`config.mk`:
```
export PLATFORM = sky130hd
export DESIGN_NAME = mem_access_unit
export DESIGN_NICKNAME = d
export VERILOG_FILES = /design/src/rtl/mem_access_unit.sv
export SDC_FILE = /design/constraint.sdc
export NUM_CORES = 1
export LEC_CHECK = 0
export ABC_AREA = 1
export CORE_ASPECT_RATIO = 0.8
export CORE_UTILIZATION = 46
export DETAILED_ROUTE_END_ITERATION = 10
export GPL_TIMING_DRIVEN = 0
export PLACE_DENSITY = 0.85
export SYNTH_ARGS = -nofsm -noshare
export SYNTH_HDL_FRONTEND = slang
export SYNTH_SLANG_ARGS = --single-unit
```
`constraint.sdc`:
```
create_clock -name clk_i -period 2.15 [get_ports clk_i]
set_clock_uncertainty 0.15 [all_clocks]
set_input_delay 0.5375 -clock clk_i [delete_from_list [all_inputs] [get_ports clk_i]]
set_output_delay 0.5375 -clock clk_i [all_outputs]
set_load 0.1 [all_outputs]
```
`src/rtl/mem_access_unit.sv`:
```
`default_nettype none
// ============================================================================
//  Module   : mem_access_unit
//  Purpose  : MEM stage of a 5-stage pipeline. Turns EX/MEM load/store control
//             into a request/acknowledge handshake with data memory. It stalls
//             the upstream pipeline while an access is outstanding, aborts an
//             access after TIMEOUT cycles without acknowledge, and drives the
//             MEM/WB register outputs.
//  Ports    : clk_i, rst_i            clock, synchronous active-high reset
//             wb_i, memread_i,
//             memwrite_i, addr_i,
//             wdata_i, writeaddr_i    EX/MEM register contents
//             mem_req_o, mem_we_o,
//             mem_addr_o, mem_wdata_o request side of the data-memory port
//             mem_ack_i, mem_rdata_i  completion side of the data-memory port
//             stall_o                 freezes IF/ID/EX and EX/MEM while high
//             wb_o, rdata_o,
//             result_o, writeaddr_o   MEM/WB register outputs
//             err_o                   sticky timeout / misalignment flag
//  Revision : 1.0  initial release
// ============================================================================
module mem_access_unit #(
    parameter int TIMEOUT = 64
) (
    input  logic        clk_i,
    input  logic        rst_i,
    input  logic [1:0]  wb_i,
    input  logic        memread_i,
    input  logic        memwrite_i,
    input  logic [31:0] addr_i,
    input  logic [31:0] wdata_i,
    input  logic [4:0]  writeaddr_i,
    output logic        mem_req_o,
    output logic        mem_we_o,
    output logic [31:0] mem_addr_o,
    output logic [31:0] mem_wdata_o,
    input  logic        mem_ack_i,
    input  logic [31:0] mem_rdata_i,
    output logic        stall_o,
    output logic [1:0]  wb_o,
    output logic [31:0] rdata_o,
    output logic [31:0] result_o,
    output logic [4:0]  writeaddr_o,
    output logic        err_o
);

    localparam logic [0:0] c_IDLE     = 1'b0;
    localparam logic [0:0] c_BUSY     = 1'b1;
    localparam logic [7:0] c_CNT_LAST = 8'(TIMEOUT - 1);

    logic [0:0]  r_state;
    logic [7:0]  r_cnt;
    logic        r_req;
    logic        r_we;
    logic [31:0] r_addr;
    logic [31:0] r_wdata;
    logic [1:0]  r_lat_wb;
    logic [4:0]  r_lat_waddr;
    logic [1:0]  r_wb;
    logic [31:0] r_rdata;
    logic [31:0] r_result;
    logic [4:0]  r_waddr;
    logic        r_err;

    logic w_access;
    logic w_aligned;
    logic w_start;
    logic w_misaligned;
    logic w_busy;

    assign w_access     = memread_i | memwrite_i;
    assign w_aligned    = (addr_i[1:0] == 2'b00);
    assign w_start      = (r_state == c_IDLE) & w_access & w_aligned;
    assign w_misaligned = (r_state == c_IDLE) & w_access & ~w_aligned;
    assign w_busy       = (r_state == c_BUSY);

    // The ack cycle releases the pipeline so the next instruction can advance
    // in the same edge that retires the access.
    assign stall_o = ~rst_i & (w_start | (w_busy & ~mem_ack_i));

    always_ff @(posedge clk_i) begin
        if (rst_i) begin
            r_state     <= c_IDLE;
            r_cnt       <= 8'd0;
            r_req       <= 1'b0;
            r_we        <= 1'b0;
            r_addr      <= 32'd0;
            r_wdata     <= 32'd0;
            r_lat_wb    <= 2'b00;
            r_lat_waddr <= 5'd0;
            r_wb        <= 2'b00;
            r_rdata     <= 32'd0;
            r_result    <= 32'd0;
            r_waddr     <= 5'd0;
            r_err       <= 1'b0;
        end else begin
            case (r_state)
                c_IDLE: begin
                    if (w_start) begin
                        // A simultaneous read+write request is treated as a store.
                        r_state     <= c_BUSY;
                        r_cnt       <= 8'd0;
                        r_req       <= 1'b1;
                        r_we        <= memwrite_i;
                        r_addr      <= {addr_i[31:2], 2'b00};
                        r_wdata     <= wdata_i;
                        r_lat_wb    <= wb_i;
                        r_lat_waddr <= writeaddr_i;
                        r_wb        <= 2'b00;
                    end else if (w_misaligned) begin
                        // Misaligned access is dropped as a bubble, never issued.
                        r_err <= 1'b1;
                        r_wb  <= 2'b00;
                    end else begin
                        r_wb     <= wb_i;
                        r_result <= addr_i;
                        r_waddr  <= writeaddr_i;
                    end
                end
                c_BUSY: begin
                    if (mem_ack_i) begin
                        r_state <= c_IDLE;
                        r_req   <= 1'b0;
                        if (!r_we) begin
                            r_rdata <= mem_rdata_i;
                        end
                        r_wb     <= r_lat_wb;
                        r_result <= r_addr;
                        r_waddr  <= r_lat_waddr;
                    end else if (r_cnt == c_CNT_LAST) begin
                        r_state <= c_IDLE;
                        r_req   <= 1'b0;
                        r_err   <= 1'b1;
                        r_wb    <= 2'b00;
                    end else begin
                        r_cnt <= r_cnt + 8'd1;
                        r_wb  <= 2'b00;
                    end
                end
                default: begin
                    r_state <= c_IDLE;
                    r_req   <= 1'b0;
                end
            endcase
        end
    end

    assign mem_req_o   = r_req;
    assign mem_we_o    = r_we;
    assign mem_addr_o  = r_addr;
    assign mem_wdata_o = r_wdata;
    assign wb_o        = r_wb;
    assign rdata_o     = r_rdata;
    assign result_o    = r_result;
    assign writeaddr_o = r_waddr;
    assign err_o       = r_err;

endmodule
`default_nettype wire

```
==> qor.yml, run 1 <==
post-route-util_pct: 76.0
pwr-share-clk_pct: 38.2
wl_um: 19300
path_clk_slew_ps: 60
crit_path_top_delay_cell: "clkdlybuf4s15_2"
setup_slack_ps: 57.5
grt_pass1_vias: 6015
mostFrequentLayoutCell: "nand2_1"
cts_tree: "done"
routed_via_density: 5.13
cts_sinks: 152
start_util_pct: 47.5
fin_crit_ps: 2090
yosys_warnings: 0
critPathMaxStageDelay_ps: 590
postCtsHoldBufs: 0
dieHeight_um: 103
yosysUniqueCellTypes: 25
postSynthCellCount: 778
max_freq_mhz: 478
grt_usage_pct: 29.3
drtIter0Drc: 402
startpoint_type: "flop"
switching_share_pct: 33.9
p_int_mw: 5.34
seq_area_frac_synth_pct: 52.1
num-nets-final: 1150
cp_top_family: "buffers and inverters"
worst_slew_pin_slew_ps: 591
path_buf_inv: 1
grt_pass1_wl_um: 29600
fillCellCount: 903
mostFrequentLayoutCells: "nand2_1, dfxtp_1, clkdlybuf4s15_2"
num_antenna_cells: 0
cts-root-buf: "clkbuf_16"
seqPwrFrac_pct: 37.8
hold_violations: 0
worstSetupPathType: "reg2out"
rsz0062_at_grt: "no"
antenna_left: 0
crit_chain: "clkdlybuf4s15_2"
p_leak_nw: 3.65
chipWidth_um: 128
avgSynthCellArea_um2: 7.51
ios: 247
hold_class: "reg2reg"
core_area_um2: 12300
place.gp.congestion: 0.910
dieArea_um2: 13200
fin_crit_sh_pct: 97.3
vias: 6284
powerDensity_nw_per_um2: 864
power_switching_mw: 2.74
drc: 0
antenna_found_initial: 0
drive_gt1_share_pct: 21.6
crit_required_ps: 1460
ir_worst_vdd_mv: 0.565
overflow: 0
synth_area_um2: 5840
cp.arrival_ps: 1400
grt_start_max_net_pins: 17
outcome: "completed"
drv_slew: 0
dp_slack_ps: -1310
setup_violations: 0
dp_hpwl_um: 13300
max_slew_margin_pct: 60.8
avgRoutedWirePerCell_um: 15.7
port_buffers: 243
cp_max_fo: 3
htreeDepth: 4
crit_path_end_kind: "output pin"
first_pass_iters: 6
rows: 36
combPwrFrac_pct: 23.9
max-clock-path-buffers: 2
syn_to_final_growth_pct: 59.9
numCtsBuffers: 17
clk-insertion-delay-late_ps: 420
cap_violations: 0
synth-seq-cells: 152
-- Yosys cell counts --
master	instances	share of area (%)
a21oi_1	82	7.0
a31oi_1	35	3.7
buf_1	2	0.13
buf_2	19	1.6
buf_4	18	2.3
buf_6	1	0.19
clkbuf_1	16	1.0
clkinv_2	1	0.086
conb_1	1	0.064
dfxtp_1	152	52
ha_1	1	0.21
inv_1	18	1.2
inv_2	3	0.19
nand2_1	249	16
nand2_2	4	0.43
nand2_4	1	0.19
nand3_1	17	1.5
nand3_2	1	0.17
nand3b_1	1	0.13
nor2_1	80	5.1
nor2_2	2	0.21
nor2_4	1	0.19
nor3_1	2	0.17
o21ai_0	32	2.7
o21ai_1	39	3.3
-- logic make-up after synthesis --
kind of cell,share of synthesized area (%)
DFF,52.1
and+or+nand+nor,24.1
other,0.0642
adders and majority gates,0.214
AOI/OAI and AO/OA,16.8
buffers and inverters,6.72
-- final timing paths --
path	cells after the start	to	slack (ps)	from
setup / recovery	1	mem_we_o	60	mem_we_o
hold / removal	2	err_o	310	err_o
hold reg to reg	2	err_o	310	err_o
setup reg to reg	7	mem_addr_o[17]	510	r_state
-- final cells by class --
cell class | count | area, µm² | share of cell area (%)
Sequential cell | 152 | 3040 | 32.6
Timing Repair Buffer | 244 | 2620 | 28.0
Multi-Input combinational cell | 549 | 2440 | 26.1
Clock buffer | 19 | 443 | 4.74
Buffer | 55 | 328 | 3.51
Tap cell | 171 | 214 | 2.29
Clock inverter | 13 | 168 | 1.79
Inverter | 22 | 86.3 | 0.924
-- registers in the layout, indices dropped and copies added, names as in the netlist --
name,cells
mem_req_o,1
wb_o,2
r_lat_wb,2
r_lat_waddr,5
result_o,32
r_cnt,8
mem_we_o,1
mem_addr_o,30
rdata_o,32
err_o,1
r_state,1
mem_wdata_o,32
writeaddr_o,5
-- power by group through the flow --
stage          combinational [mW]  clock (mW)  sequential [mW]
3_5_place_dp                 1.96           0             3.11
2_1_floorplan               0.389           0             4.07
3_3_place_gp                 1.94           0             3.11
5_1_grt                      2.02        3.25             3.07
4_1_cts                      1.93        3.12             3.05
6_report                     1.93        3.09             3.06
-- metrics by stage --
stage          power [mW]  hold WS, ps  setup TNS [ps]  cell area [µm²]  std cells
2_1_floorplan        4.46          292           -18.0             5910        779
3_3_place_gp         5.05          286           -3370             8560       1193
3_5_place_dp         5.07          303           -4330             8560       1193
4_1_cts              8.10          313            -137             9340       1225
5_1_grt              8.34          331               0             9350       1225
6_report             8.08          311               0             9350       1225
-- routing by layer --
metal | GRT usage, % | wire length [µm] | vias to the layer above
met1 | 34.6 | 7940 | 2892
li1 | - | - | 3065
met2 | 49.8 | 9190 | 287
met5 | 0 | 0 | -
met4 | 12.1 | 473 | 0
met3 | 9.24 | 1640 | 40
-- timing repair --
| action | 4_1_cts | 5_1_grt |
|---|---|---|
| hold endpoints to repair | 0 | 0 |
| setup buffers | 1 | 0 |
| endpoints found under the setup margin | 137 | 1 |
| cloned | 0 | 0 |
| resized for setup | 419 | 8 |
| pin swaps | 2 | 2 |
Power figures use the tool's default switching activity.
==> run 2, diff against run 1 <==
--- a/config.mk
+++ b/config.mk
@@ -8,6 +8,7 @@
 export ABC_AREA = 1
 export CORE_ASPECT_RATIO = 0.8
 export CORE_UTILIZATION = 46
+export CTS_CLUSTER_SIZE = 16
 export DETAILED_ROUTE_END_ITERATION = 10
 export GPL_TIMING_DRIVEN = 0
 export PLACE_DENSITY = 0.85
==> results of run 2 <==
No change in the layout: final DEF, timing and power equal those of run 1.
==> run 3, diff against run 2 <==
--- a/config.mk
+++ b/config.mk
@@ -7,11 +7,11 @@
 export LEC_CHECK = 0
 export ABC_AREA = 1
 export CORE_ASPECT_RATIO = 0.8
-export CORE_UTILIZATION = 46
+export CORE_UTILIZATION = 38
 export CTS_CLUSTER_SIZE = 16
 export DETAILED_ROUTE_END_ITERATION = 10
 export GPL_TIMING_DRIVEN = 0
-export PLACE_DENSITY = 0.85
+export PLACE_DENSITY = 0.75
 export SYNTH_ARGS = -nofsm -noshare
 export SYNTH_HDL_FRONTEND = slang
 export SYNTH_SLANG_ARGS = --single-unit
==> constraint.sdc (replaced) <==
create_clock -name clk_i -period 1.7 [get_ports clk_i]
set_clock_uncertainty 0.15 [all_clocks]
set_input_delay 0.425 -clock clk_i [delete_from_list [all_inputs] [get_ports clk_i]]
set_output_delay 0.425 -clock clk_i [all_outputs]
set_load 0.1 [all_outputs]
==> run 3 against run 2 <==
The run now ends with setup timing left. Final cell count grew 2.0%. Combinational power grew 27%. Via count shrank 2.2%. Cell area shrank 3.9%. Count of clock-buffer cells in the layout is the same. Largest power group is now registers.
==> qor.yml, run 3 (synthesized netlist as in run 1, its figures left out) <==
outcome: "complete, but fails checks"
violations: "setup timing"
start_util_pct: 38.9  # -8.6 points
numCtsBuffers: 17  # unchanged
cts-root-buf: "clkbuf_16"
num-nets-final: 1156  # +0.52%
routed_via_density: 4.92  # -4.1%
worst_slew_pin_slew_ps: 546  # -44.9 ps
rsz0062_at_grt: "yes"
dieHeight_um: 113  # +9.8%
finish.instance_area_um2: 8980  # -3.9%
wl_um: 18900  # -1.8%
grt_usage_pct: 24.0  # -5.2 points
drc: 0  # unchanged
cp_max_fo: 4  # +1
worstSetupPathType: "reg2out"
crit_required_ps: 1120  # -340 ps
postCtsHoldBufs: 0  # unchanged
syn_to_final_growth_pct: 53.7
place_area_um2: 8580  # +0.28%
cts_tree: "done"
drtIter0Drc: 340  # -15%
crit_path_top_delay_cell: "dfxtp_2"
overflow: 0  # unchanged
first_pass_iters: 5  # -1
avgRoutedWirePerCell_um: 15.1  # -3.7%
grt_pass1_wl_um: 29800  # +0.68%
crit_path_end_kind: "output pin"
holdWs_ps: 244  # -66.3 ps
ir_worst_vdd_mv: 0.915  # +62%
core_area_um2: 15000  # +22%
mostFrequentLayoutCells: "nand2_1, dfxtp_1, buf_4"
dieArea_um2: 15900  # +21%
crit_chain: "inv_4 > nand3_4 > clkbuf_16 > a21oi_4 > buf_12"
fin_crit_ps: 1980
p_leak_nw: 3.88  # +6.3%
max_freq_mhz: 505
holdPathStages: 3  # +1
htreeDepth: 4  # unchanged
chipWidth_um: 141  # +9.9%
num_antenna_cells: 0  # unchanged
setup_violations: 1  # +1
grt_start_max_net_pins: 17  # unchanged
hold_class: "in2reg"
whs_endpoint: "r_lat_wb[1]"
vias: 6145  # -2.2%
tns_ps: -280  # -280 ps
max_slew_margin_pct: 63.6  # +2.8 points
dp_slack_ps: -1530  # -217 ps
cp.arrival_ps: 1410  # about the same
rows: 40  # +11%
fillCellCount: 1376  # +52%
powerDensity_nw_per_um2: 1130  # +31%
critPathMaxStageDelay_ps: 330  # -260 ps
dp_hpwl_um: 13400  # +0.60%
fin_crit_sh_pct: 116
drv_slew: 0  # unchanged
clk-insertion-delay-late_ps: 420  # about the same
reg2regPathDepth: 6  # -1
final_cells: 1249  # +2.0%
antenna_left: 0  # unchanged
worstReg2RegStart: "r_state"
port_buffers: 243  # unchanged
path_clk_slew_ps: 60  # about the same
drive_gt1_share_pct: 22.4  # +0.73 points
startpoint_type: "flop"
hold_start: "rst_i"
r2r-end: "result_o[7]"
cts_sinks: 152  # unchanged
grt_pass1_vias: 5838  # -2.9%
p_total_mw: 10.2  # +26%
cap_violations: 0  # unchanged
setup_slack_ps: -280  # -338 ps
place.gp.congestion: 0.872  # -4.2%
crit_start: "r_state"
ff2ff_setup_slack_ps: 100  # -410 ps
hold_violations: 0  # unchanged
post-route-util_pct: 59.8  # -16 points
ios: 247  # unchanged
place_inst: 1211  # +1.5%
antenna_found_initial: 0  # unchanged
mostFrequentLayoutCell: "nand2_1"
max-clock-path-buffers: 2  # unchanged
## run 3: cell count changes in the layout (fill, tap and decap cells not counted), sizes merged
cell | previous run | this run
buf | 42 | 181
clkdlybuf4s15 | 136 | 0
dlygate4sd2 | 1 | 5
dlymetal6s2s | 3 | 0
clkbuf | 35 | 37
clkinv | 6 | 8
inv | 24 | 22
## run 3: how the worst max path moves through the flow
| stage | end | cells after the start |
|---|---|---|
| 2_1_floorplan | stall_o | 4 |
| 6_report | stall_o | 5 |
| 5_1_grt | stall_o | 5 |
| 3_5_place_dp | stall_o | 7 |
| 3_3_place_gp | stall_o | 7 |
| 4_1_cts | stall_o | 5 |
## run 3: critical path: cells and delay by family (launching register included)
family | cells | cell delay [ps]
flops | 1 | 330
compound gates | 1 | 130
simple gates | 1 | 90
buf+inv | 3 | 410
## run 3: what timing repair did
action / in CTS / in global routing
pin swaps: 3 / 1
endpoints found under the setup margin: 137 / 25
gates resized for setup: 836 / 21
buffers inserted: 4 / 2
## run 3: layer usage
metal  vias up  GRT usage [%]  part of all wire, %
li1       3081              -                    -
met1      2809           30.0                   44
met2       226           38.3                   45
met3        29           8.46                  9.0
met4         0           8.91                  2.0
met5         -              0                    0
## run 3: layout make-up
cell class / instances / area [µm²] / area share (%)
buffer: 56 / 355 / 3.96
multi-input combinational: 549 / 2450 / 27.3
clock inverter: 13 / 153 / 1.70
timing repair buffer: 249 / 2210 / 24.6
sequential: 152 / 3050 / 33.9
tap: 189 / 236 / 2.63
inverter: 22 / 86.3 / 0.961
clock buffer: 19 / 443 / 4.93
## run 3: report_power, final
group | total (mW) | switching, mW | internal [mW]
clock network | 3.85 | 1.51 | 2.34
logic | 2.45 | 1.79 | 0.657
registers | 3.87 | 0.118 | 3.75
